`config.mk`:
```
export PLATFORM = sky130hd
export DESIGN_NAME = mmio_bus_flat
export DESIGN_NICKNAME = d
export VERILOG_FILES = /design/src/rtl/mmio_bus_pkg.sv /design/src/rtl/mmio_bus_if.sv /design/src/rtl/mmio_rx_fifo.sv /design/src/rtl/mmio_bus.sv /design/src/flat_wrapper.sv
export SDC_FILE = /design/constraint.sdc
export NUM_CORES = 1
export LEC_CHECK = 0
export BUFFER_PORTS_ARGS = -buffer_cell sky130_fd_sc_hd__clkbuf_2
export CAP_MARGIN = 20
export CORE_ASPECT_RATIO = 1.4
export CORE_MARGIN = 8
export CORE_UTILIZATION = 45
export CTS_BUF_LIST = sky130_fd_sc_hd__clkbuf_4
export CTS_CLUSTER_SIZE = 8
export DETAILED_ROUTE_END_ITERATION = 7
export PLACE_DENSITY = 0.9
export SLEW_MARGIN = 15
export SYNTH_ARGS = -nofsm -noshare
export SYNTH_HDL_FRONTEND = slang
export SYNTH_SLANG_ARGS = --single-unit
```
`constraint.sdc`:
```
create_clock -name I_clk -period 1.9 [get_ports I_clk]
set_clock_uncertainty 0.05 [all_clocks]
set_input_delay 0.19 -clock I_clk [delete_from_list [all_inputs] [get_ports I_clk]]
set_output_delay 0.19 -clock I_clk [all_outputs]
set_load 0.05 [all_outputs]
```
`src/rtl/mmio_bus_pkg.sv`:
```
// Shared definitions for the MMIO bus: FSM state encoding, IO register offsets,
// status-word bit positions and the IO window decode helper.
package mmio_bus_pkg;

  typedef enum logic [2:0] {
    ST_IDLE     = 3'd0,
    ST_IO_RESP  = 3'd1,
    ST_TX_WAIT  = 3'd2,
    ST_RAM_WAIT = 3'd3,
    ST_RESP     = 3'd4
  } state_e;

  // Word offsets inside the IO window
  localparam logic [31:0] IO_OFF_DATA   = 32'd0;
  localparam logic [31:0] IO_OFF_STATUS = 32'd1;
  localparam logic [31:0] IO_OFF_TXRDY  = 32'd2;
  localparam logic [31:0] IO_OFF_CTRL   = 32'd3;

  localparam int unsigned STAT_OVF_BIT     = 32'd8;
  localparam int unsigned STAT_CNT_MSB     = 32'd7;
  localparam int unsigned CTRL_CLR_OVF_BIT = 32'd0;

  function automatic logic addr_in_window(input logic [31:0] addr,
                                          input logic [31:0] base,
                                          input logic [31:0] span);
    return (addr >= base) && (addr < (base + span));
  endfunction

endpackage

```
`src/rtl/mmio_bus_if.sv`:
```
// Core request, RAM request and UART signals of the MMIO bus, seen from the
// bus (slave) side and from the environment (master) side.
interface mmio_bus_if #(
  parameter int unsigned DATA_W = 16,
  parameter int unsigned ADDR_W = 16
);

  logic              I_mem_exec;
  logic              I_mem_write;
  logic [ADDR_W-1:0] I_mem_addr;
  logic [DATA_W-1:0] I_mem_wdata;
  logic [DATA_W-1:0] O_mem_rdata;
  logic              O_mem_ready;
  logic              O_mem_data_ready;
  logic              O_ram_enable;
  logic              O_ram_write;
  logic [ADDR_W-1:0] O_ram_addr;
  logic [DATA_W-1:0] O_ram_wdata;
  logic [DATA_W-1:0] I_ram_rdata;
  logic              I_rx_valid;
  logic [7:0]        I_rx_data;
  logic              O_tx_exec;
  logic [7:0]        O_tx_data;
  logic              I_tx_ready;

  modport slave (
    input  I_mem_exec, I_mem_write, I_mem_addr, I_mem_wdata,
    output O_mem_rdata, O_mem_ready, O_mem_data_ready,
    output O_ram_enable, O_ram_write, O_ram_addr, O_ram_wdata,
    input  I_ram_rdata,
    input  I_rx_valid, I_rx_data,
    output O_tx_exec, O_tx_data,
    input  I_tx_ready
  );

  modport master (
    output I_mem_exec, I_mem_write, I_mem_addr, I_mem_wdata,
    input  O_mem_rdata, O_mem_ready, O_mem_data_ready,
    input  O_ram_enable, O_ram_write, O_ram_addr, O_ram_wdata,
    output I_ram_rdata,
    output I_rx_valid, I_rx_data,
    input  O_tx_exec, O_tx_data,
    output I_tx_ready
  );

endinterface

```
`src/rtl/mmio_rx_fifo.sv`:
```
// Receive byte buffer for the MMIO bus. A push into a full buffer is accepted
// only when a pop happens on the same edge; pop on empty is ignored.
module mmio_rx_fifo #(
  parameter int unsigned WIDTH = 8,
  parameter int unsigned DEPTH = 4,
  localparam int unsigned CNT_W = $clog2(DEPTH + 1),
  localparam int unsigned PTR_W = (DEPTH > 1) ? $clog2(DEPTH) : 1
) (
  input  logic             clk,
  input  logic             rst_n,
  input  logic             push,
  input  logic [WIDTH-1:0] wdata,
  input  logic             pop,
  output logic [WIDTH-1:0] rdata,
  output logic             full,
  output logic             empty,
  output logic [CNT_W-1:0] count
);

  logic [WIDTH-1:0] mem_q [DEPTH];
  logic [WIDTH-1:0] mem_d [DEPTH];
  logic [PTR_W-1:0] wr_ptr_q, wr_ptr_d;
  logic [PTR_W-1:0] rd_ptr_q, rd_ptr_d;
  logic [CNT_W-1:0] count_q, count_d;
  logic             push_ok_s;
  logic             pop_ok_s;

  function automatic logic [PTR_W-1:0] ptr_inc(input logic [PTR_W-1:0] p);
    if (p == PTR_W'(DEPTH - 1)) begin
      return '0;
    end else begin
      return p + PTR_W'(1);
    end
  endfunction

  assign full      = (count_q == CNT_W'(DEPTH));
  assign empty     = (count_q == '0);
  assign count     = count_q;
  assign rdata     = empty ? '0 : mem_q[rd_ptr_q];
  assign pop_ok_s  = pop && !empty;
  assign push_ok_s = push && (!full || pop_ok_s);

  // Next storage, pointer and occupancy values
  always_comb begin
    mem_d    = mem_q;
    wr_ptr_d = wr_ptr_q;
    rd_ptr_d = rd_ptr_q;
    count_d  = count_q;
    if (push_ok_s) begin
      mem_d[wr_ptr_q] = wdata;
      wr_ptr_d        = ptr_inc(wr_ptr_q);
    end else begin
      wr_ptr_d = wr_ptr_q;
    end
    if (pop_ok_s) begin
      rd_ptr_d = ptr_inc(rd_ptr_q);
    end else begin
      rd_ptr_d = rd_ptr_q;
    end
    case ({push_ok_s, pop_ok_s})
      2'b10:   count_d = count_q + CNT_W'(1);
      2'b01:   count_d = count_q - CNT_W'(1);
      default: count_d = count_q;
    endcase
  end

  // Storage and pointer registers
  always_ff @(posedge clk or negedge rst_n) begin
    if (!rst_n) begin
      for (int i = 0; i < int'(DEPTH); i++) begin
        mem_q[i] <= '0;
      end
      wr_ptr_q <= '0;
      rd_ptr_q <= '0;
      count_q  <= '0;
    end else begin
      mem_q    <= mem_d;
      wr_ptr_q <= wr_ptr_d;
      rd_ptr_q <= rd_ptr_d;
      count_q  <= count_d;
    end
  end

endmodule

```
`src/rtl/mmio_bus.sv`:
```
// MMIO bus: routes core requests to an IO window (UART TX/RX, status) or RAM.
// Define MMIO_BUS_RXFIFO_EN for an RX_DEPTH-entry RX buffer; otherwise one byte.
module mmio_bus
  import mmio_bus_pkg::*;
#(
  parameter int unsigned DATA_W   = 16,
  parameter int unsigned ADDR_W   = 16,
  parameter int unsigned IO_BASE  = 32'h0000_0400,
  parameter int unsigned IO_SPAN  = 8,
  parameter int unsigned RAM_LAT  = 1,
  parameter int unsigned RX_DEPTH = 4
) (
  input  logic      I_clk,
  input  logic      I_reset_n,
  mmio_bus_if.slave bus
);

`ifdef MMIO_BUS_RXFIFO_EN
  localparam int unsigned FIFO_DEPTH = RX_DEPTH;
`else
  localparam int unsigned FIFO_DEPTH = 1;
`endif
  localparam int unsigned CNT_W = $clog2(FIFO_DEPTH + 1);
  localparam int unsigned LAT_W = (RAM_LAT > 1) ? $clog2(RAM_LAT) : 1;

  state_e            state_q, state_d;
  logic [DATA_W-1:0] rdata_q, rdata_d;
  logic              data_ready_q, data_ready_d;
  logic              tx_exec_q, tx_exec_d;
  logic [7:0]        tx_data_q, tx_data_d;
  logic              ram_enable_q, ram_enable_d;
  logic              ram_write_q, ram_write_d;
  logic [ADDR_W-1:0] ram_addr_q, ram_addr_d;
  logic [DATA_W-1:0] ram_wdata_q, ram_wdata_d;
  logic [LAT_W-1:0]  lat_cnt_q, lat_cnt_d;
  logic              ovf_q, ovf_d;

  logic [31:0]       addr_ext_s;
  logic [31:0]       io_off_s;
  logic              is_io_s;
  logic              accept_s;
  logic [DATA_W-1:0] io_rdata_s;
  logic              fifo_pop_s;
  logic [7:0]        fifo_rdata_s;
  logic              fifo_full_s;
  logic              fifo_empty_s;
  logic [CNT_W-1:0]  fifo_count_s;
  logic              ovf_set_s;
  logic              ovf_clr_s;

  assign addr_ext_s = 32'(bus.I_mem_addr);
  assign io_off_s   = addr_ext_s - IO_BASE;
  assign is_io_s    = addr_in_window(addr_ext_s, IO_BASE, IO_SPAN);
  assign accept_s   = (state_q == ST_IDLE) && bus.I_mem_exec;

  // RX side effects of an accepted IO access happen on the accept edge itself
  assign fifo_pop_s = accept_s && is_io_s && !bus.I_mem_write
                      && (io_off_s == IO_OFF_DATA) && !fifo_empty_s;
  assign ovf_clr_s  = accept_s && is_io_s && bus.I_mem_write
                      && (io_off_s == IO_OFF_CTRL) && bus.I_mem_wdata[CTRL_CLR_OVF_BIT];
  assign ovf_set_s  = bus.I_rx_valid && fifo_full_s && !fifo_pop_s;

  mmio_rx_fifo #(
    .WIDTH (8),
    .DEPTH (FIFO_DEPTH)
  ) u_rx_fifo (
    .clk   (I_clk),
    .rst_n (I_reset_n),
    .push  (bus.I_rx_valid),
    .wdata (bus.I_rx_data),
    .pop   (fifo_pop_s),
    .rdata (fifo_rdata_s),
    .full  (fifo_full_s),
    .empty (fifo_empty_s),
    .count (fifo_count_s)
  );

  // IO read data, sampled at accept and zero-extended
  always_comb begin
    io_rdata_s = '0;
    case (io_off_s)
      IO_OFF_DATA: begin
        io_rdata_s[7:0] = fifo_rdata_s;
      end
      IO_OFF_STATUS: begin
        io_rdata_s[STAT_OVF_BIT]     = ovf_q;
        io_rdata_s[STAT_CNT_MSB:0]   = 8'(fifo_count_s);
      end
      IO_OFF_TXRDY: begin
        io_rdata_s[0] = bus.I_tx_ready;
      end
      default: begin
        io_rdata_s = '0;
      end
    endcase
  end

  // Sticky overflow: a new overflow wins over a clear on the same edge
  always_comb begin
    ovf_d = ovf_q;
    if (ovf_set_s) begin
      ovf_d = 1'b1;
    end else if (ovf_clr_s) begin
      ovf_d = 1'b0;
    end else begin
      ovf_d = ovf_q;
    end
  end

  // Access FSM: next state and next registered outputs
  always_comb begin
    state_d      = state_q;
    rdata_d      = rdata_q;
    data_ready_d = 1'b0;
    tx_exec_d    = 1'b0;
    tx_data_d    = tx_data_q;
    ram_enable_d = ram_enable_q;
    ram_write_d  = ram_write_q;
    ram_addr_d   = ram_addr_q;
    ram_wdata_d  = ram_wdata_q;
    lat_cnt_d    = lat_cnt_q;
    case (state_q)
      ST_IDLE: begin
        if (bus.I_mem_exec) begin
          if (is_io_s) begin
            if (bus.I_mem_write) begin
              if (io_off_s == IO_OFF_DATA) begin
                tx_data_d = bus.I_mem_wdata[7:0];
                if (bus.I_tx_ready) begin
                  tx_exec_d    = 1'b1;
                  data_ready_d = 1'b1;
                  state_d      = ST_IO_RESP;
                end else begin
                  state_d = ST_TX_WAIT;
                end
              end else begin
                data_ready_d = 1'b1;
                state_d      = ST_IO_RESP;
              end
            end else begin
              rdata_d      = io_rdata_s;
              data_ready_d = 1'b1;
              state_d      = ST_IO_RESP;
            end
          end else begin
            ram_enable_d = 1'b1;
            ram_write_d  = bus.I_mem_write;
            ram_addr_d   = bus.I_mem_addr;
            ram_wdata_d  = bus.I_mem_wdata;
            lat_cnt_d    = '0;
            state_d      = ST_RAM_WAIT;
          end
        end else begin
          state_d = ST_IDLE;
        end
      end
      ST_IO_RESP: begin
        state_d = ST_IDLE;
      end
      ST_TX_WAIT: begin
        if (bus.I_tx_ready) begin
          tx_exec_d    = 1'b1;
          data_ready_d = 1'b1;
          state_d      = ST_RESP;
        end else begin
          state_d = ST_TX_WAIT;
        end
      end
      ST_RAM_WAIT: begin
        if (lat_cnt_q == LAT_W'(RAM_LAT - 1)) begin
          if (!ram_write_q) begin
            rdata_d = bus.I_ram_rdata;
          end else begin
            rdata_d = rdata_q;
          end
          ram_enable_d = 1'b0;
          ram_write_d  = 1'b0;
          data_ready_d = 1'b1;
          state_d      = ST_RESP;
        end else begin
          lat_cnt_d = lat_cnt_q + LAT_W'(1);
        end
      end
      ST_RESP: begin
        state_d = ST_IDLE;
      end
      default: begin
        state_d = ST_IDLE;
      end
    endcase
  end

  // State and output registers
  always_ff @(posedge I_clk or negedge I_reset_n) begin
    if (!I_reset_n) begin
      state_q      <= ST_IDLE;
      rdata_q      <= '0;
      data_ready_q <= 1'b0;
      tx_exec_q    <= 1'b0;
      tx_data_q    <= 8'h00;
      ram_enable_q <= 1'b0;
      ram_write_q  <= 1'b0;
      ram_addr_q   <= '0;
      ram_wdata_q  <= '0;
      lat_cnt_q    <= '0;
      ovf_q        <= 1'b0;
    end else begin
      state_q      <= state_d;
      rdata_q      <= rdata_d;
      data_ready_q <= data_ready_d;
      tx_exec_q    <= tx_exec_d;
      tx_data_q    <= tx_data_d;
      ram_enable_q <= ram_enable_d;
      ram_write_q  <= ram_write_d;
      ram_addr_q   <= ram_addr_d;
      ram_wdata_q  <= ram_wdata_d;
      lat_cnt_q    <= lat_cnt_d;
      ovf_q        <= ovf_d;
    end
  end

  assign bus.O_mem_ready      = (state_q == ST_IDLE);
  assign bus.O_mem_rdata      = rdata_q;
  assign bus.O_mem_data_ready = data_ready_q;
  assign bus.O_tx_exec        = tx_exec_q;
  assign bus.O_tx_data        = tx_data_q;
  assign bus.O_ram_enable     = ram_enable_q;
  assign bus.O_ram_write      = ram_write_q;
  assign bus.O_ram_addr       = ram_addr_q;
  assign bus.O_ram_wdata      = ram_wdata_q;

endmodule

```
`src/flat_wrapper.sv`:
```
// flat-port wrapper written by rule: the top's interface ports become plain ports
module mmio_bus_flat import mmio_bus_pkg::*;
#(
  parameter int unsigned DATA_W   = 16,
  parameter int unsigned ADDR_W   = 16,
  parameter int unsigned IO_BASE  = 32'h0000_0400,
  parameter int unsigned IO_SPAN  = 8,
  parameter int unsigned RAM_LAT  = 1,
  parameter int unsigned RX_DEPTH = 4
)
  (I_clk, I_reset_n, bus_I_mem_exec, bus_I_mem_write, bus_I_mem_addr, bus_I_mem_wdata, bus_O_mem_rdata, bus_O_mem_ready, bus_O_mem_data_ready, bus_O_ram_enable, bus_O_ram_write, bus_O_ram_addr, bus_O_ram_wdata, bus_I_ram_rdata, bus_I_rx_valid, bus_I_rx_data, bus_O_tx_exec, bus_O_tx_data, bus_I_tx_ready);
  mmio_bus_if #(.DATA_W(DATA_W), .ADDR_W(ADDR_W)) bus_i ();
  input  logic I_clk;
  input  logic I_reset_n;
  input wire logic [$bits(bus_i.I_mem_exec)-1:0] bus_I_mem_exec;
  input wire logic [$bits(bus_i.I_mem_write)-1:0] bus_I_mem_write;
  input wire logic [$bits(bus_i.I_mem_addr)-1:0] bus_I_mem_addr;
  input wire logic [$bits(bus_i.I_mem_wdata)-1:0] bus_I_mem_wdata;
  output wire logic [$bits(bus_i.O_mem_rdata)-1:0] bus_O_mem_rdata;
  output wire logic [$bits(bus_i.O_mem_ready)-1:0] bus_O_mem_ready;
  output wire logic [$bits(bus_i.O_mem_data_ready)-1:0] bus_O_mem_data_ready;
  output wire logic [$bits(bus_i.O_ram_enable)-1:0] bus_O_ram_enable;
  output wire logic [$bits(bus_i.O_ram_write)-1:0] bus_O_ram_write;
  output wire logic [$bits(bus_i.O_ram_addr)-1:0] bus_O_ram_addr;
  output wire logic [$bits(bus_i.O_ram_wdata)-1:0] bus_O_ram_wdata;
  input wire logic [$bits(bus_i.I_ram_rdata)-1:0] bus_I_ram_rdata;
  input wire logic [$bits(bus_i.I_rx_valid)-1:0] bus_I_rx_valid;
  input wire logic [$bits(bus_i.I_rx_data)-1:0] bus_I_rx_data;
  output wire logic [$bits(bus_i.O_tx_exec)-1:0] bus_O_tx_exec;
  output wire logic [$bits(bus_i.O_tx_data)-1:0] bus_O_tx_data;
  input wire logic [$bits(bus_i.I_tx_ready)-1:0] bus_I_tx_ready;
  assign bus_i.I_mem_exec = bus_I_mem_exec;
  assign bus_i.I_mem_write = bus_I_mem_write;
  assign bus_i.I_mem_addr = bus_I_mem_addr;
  assign bus_i.I_mem_wdata = bus_I_mem_wdata;
  assign bus_O_mem_rdata = bus_i.O_mem_rdata;
  assign bus_O_mem_ready = bus_i.O_mem_ready;
  assign bus_O_mem_data_ready = bus_i.O_mem_data_ready;
  assign bus_O_ram_enable = bus_i.O_ram_enable;
  assign bus_O_ram_write = bus_i.O_ram_write;
  assign bus_O_ram_addr = bus_i.O_ram_addr;
  assign bus_O_ram_wdata = bus_i.O_ram_wdata;
  assign bus_i.I_ram_rdata = bus_I_ram_rdata;
  assign bus_i.I_rx_valid = bus_I_rx_valid;
  assign bus_i.I_rx_data = bus_I_rx_data;
  assign bus_O_tx_exec = bus_i.O_tx_exec;
  assign bus_O_tx_data = bus_i.O_tx_data;
  assign bus_i.I_tx_ready = bus_I_tx_ready;
  mmio_bus #(.DATA_W(DATA_W), .ADDR_W(ADDR_W), .IO_BASE(IO_BASE), .IO_SPAN(IO_SPAN), .RAM_LAT(RAM_LAT), .RX_DEPTH(RX_DEPTH)) u_core (.I_clk(I_clk), .I_reset_n(I_reset_n), .bus(bus_i));
endmodule
```
==> impl_metrics.ini <==
[run_status]
outcome = completed

[power_and_ir_drop]
switching_share = 0.4790
power.density_nw_per_um2 = 1519
peakVddDrop_v = 0.001024
p_seq_frac = 0.337
pwr-share-clk = 0.154
pwr-share-comb = 0.510
p_leak_nw = 2.303
p_int_mw = 3.681
p_sw_mw = 3.385

[worst_setup_path]
slowest_delay_ns = 0.56
cp_top_family = buffers and inverters
startpoint_type = primary input
critical_path_peak_fanout = 8
required_ns = 2.17
worst-path-buf-inv = 5
end_kind = flip-flop
path_cells = dlygate4sd3_1 > clkbuf_2 > nor2_2 > nand4_2 > buf_6 > o32ai_4 > buf_12 > buf_6 > mux2i_1
cp_slowest_cell = dlygate4sd3_1
crit_type = in -> reg
cp_common_cell = buf_6
arrival_ns = 2.17

[grt]
grt_pass1_wl_um = 14390
grt_start_max_net_pins = 51
grt_pass1_vias = 2908
antenna_found_initial = 0
grtUsageTotal = 0.1869
overflow = 0

[sta]
fin_setup_tns_ns = 0
final_hold_viol_count = 0
max_clock_freq_ghz = 0.5272
slew_viol_final = 0
fin_crit_ns = 1.897
finalWorstSetupSlack_ns = 0.003287
worst_pin_slew_ns = 0.6322
post-route-period-util = 0.9983
setup_violations = 0
max-slew-margin-rel = 0.5785

[clock_tree]
cts_sinks = 73
ctsHtreeMaxLevel = 3
clockBufferDepth = 2
cts_tree = done
clk_latency_ns = 0.40
clk_pin_slew_ns = 0.11
post_cts_buffers = 0
cts_made_buffers = 9
cts_root_buffer = clkbuf_4

[place]
placed_area_um2 = 4014
gp_congestion = 0.8273
place_ws_ns = -0.07825
dp_hpwl_um = 6245
placed_cells = 459
port_buffers = 122

[synth]
synth_nets = 297
synth.distinct_cells = 32
seq_area_frac_synth = 0.5861
synth_cells = 235
syn_area_um2 = 3117
synth_seq_cells = 73
synth_area_per_cell_um2 = 13.26
synth_area_leaders = dfrtp_1 (59%), mux2_2 (21%), nand2_1 (2.9%)
synth.largest_area_cell = dfrtp_1
synth_top_area_frac = 0.5861
yosys_warnings = 0

[drt]
detail-route-antenna-nets = 0
wl_um = 8807
vias_per_cell = 5.029
drt-pass1-iter-count = 4
drt-initial-drc-count = 89
post-route-drc-count = 0
vias = 2620
wire_per_inst_um = 16.90

[floorplan]
die_area_um2 = 9883
start_util = 0.4552
die_h_um = 114.5
io_pins = 123
std_cell_rows = 36
coreArea_um2 = 6847
die_w_um = 86.34

[final_layout]
antenna_cells = 0
stdcell_count = 521
final_util = 0.6796
finalNetCount = 483
final_layout_size_suffix_gt1_frac = 0.5282
final_area_um2 = 4653
area_growth_pct = 49.30
fill_cells = 550

[job]
cap_violations = 0

[min_path]
hp-class = in -> reg
## Yosys cell counts
library cell,number
o41ai_4,1
nor2_1,7
o32ai_4,1
buf_2,4
and3b_1,1
dfrtp_1,73
nor4_2,2
nand4_1,9
nand3b_1,2
nor3b_1,1
o31ai_1,3
nand3_1,1
nor3_2,1
buf_6,1
o32a_1,1
inv_1,12
a21oi_1,1
or3_1,1
clkbuf_1,5
nor3_1,1
o41ai_1,1
nand2_2,1
nor2b_1,1
nand2b_1,1
nor3_4,1
mux2_2,57
mux2i_1,8
o311ai_0,1
a32o_1,1
nand2_1,24
nand4_2,1
o21ai_0,10
## logic make-up after synthesis
group                  synth area share
AO/OA/AOI/OAI                   0.05460
multiplexers                     0.2316
AND/OR/NAND/NOR                 0.09715
buffers and inverters           0.03051
flip-flops                       0.5861
## cell type report
cell class | instances | area, um2 | share of cell area
clock buffer | 9 | 67.56 | 0.01452
clock inverter | 7 | 95.09 | 0.02044
inverter | 12 | 45.04 | 0.009680
multi-input combinational | 140 | 1247 | 0.2681
sequential | 73 | 1829 | 0.3931
tap | 95 | 118.9 | 0.02554
timing repair buffer | 185 | 1250 | 0.2686
## stage by stage
stage / power [mW] / hold WS [ns]
2_1_floorplan: 4.954 / -0.1556
3_3_place_gp: 5.832 / 0.1942
3_5_place_dp: 5.947 / 0.1969
4_1_cts: 7.112 / 0.01074
5_1_grt: 7.420 / 0.009826
6_report: 7.066 / 0.03765
## power groups by stage
stage	registers, mW	logic (mW)	clock network [mW]
final	2.38	3.60	1.09
after global routing	2.45	3.78	1.19
after CTS	2.37	3.62	1.12
after detailed placement	2.41	3.54	0
after global placement	2.35	3.48	0
after floorplan	4.03	0.927	0
## routing by layer
metal  global-route usage  routed length (um)  vias to the layer above
met3              0.06537                 646                       14
met4              0.05998                 121                        0
met5                    0                   0                        -
li1                     -                   -                     1218
met1               0.1993                3212                     1284
met2               0.3323                4827                      104
## cells in the final DEF (no fill, tap or decap), types with 2 or more instances in the layout
master / n
buf_12: 3
buf_4: 12
buf_6: 3
bufinv_16: 2
clkbuf_2: 121
clkbuf_4: 9
clkinv_2: 2
clkinv_4: 2
dfrtp_1: 71
dfrtp_2: 2
dlygate4sd3_1: 46
inv_1: 12
mux2_2: 49
mux2_4: 8
mux2i_1: 8
nand2_1: 24
nand3b_1: 2
nand4_1: 9
nor2_1: 6
nor3_4: 2
nor4_2: 2
o21ai_0: 10
o31ai_1: 3
## sequential cells by signal (all words and copies together) (netlist names)
signal	cells
u_core.bus.O_ram_wdata	16
u_core.u_rx_fifo.mem_q	8
u_core.bus.O_tx_data	8
u_core.bus.O_ram_write	1
u_core.ovf_q	1
u_core.bus.O_mem_rdata	16
u_core.bus.O_ram_enable	1
u_core.bus.O_ram_addr	16
u_core.bus.O_tx_exec	1
u_core.u_rx_fifo.count	1
u_core.state_q	3
u_core.bus.O_mem_data_ready	1
## repair_timing
action                                 4_1_cts  5_1_grt
endpoints found under the hold margin      101        0
setup endpoints to repair                    0       15
hold buffers                                46        0
gates resized for setup                      0        6
## worst paths after layout
kind	from	to	slack [ns]	depth (start not counted)
worst min-delay path	bus_I_mem_wdata[0]	u_core.bus.O_ram_wdata[0]$_DFFE_PN0P_	0.04	2
worst max register to register	u_core.state_q[0]$_DFF_PN0_	u_core.bus.O_tx_data[0]$_DFFE_PN0P_	0.07	5
worst max-delay path	bus_I_mem_addr[7]	u_core.bus.O_mem_rdata[15]$_DFFE_PN0P_	0.003	9
max in group asynchronous	I_reset_n	u_core.state_q[0]$_DFF_PN0_	0.94	3
worst min register to register	u_core.bus.O_ram_wdata[2]$_DFFE_PN0P_	u_core.bus.O_ram_wdata[2]$_DFFE_PN0P_	0.46	1
min in group asynchronous	I_reset_n	u_core.bus.O_tx_data[7]$_DFFE_PN0P_	0.30	2
Note: power is estimated with default switching activity, not from simulation.
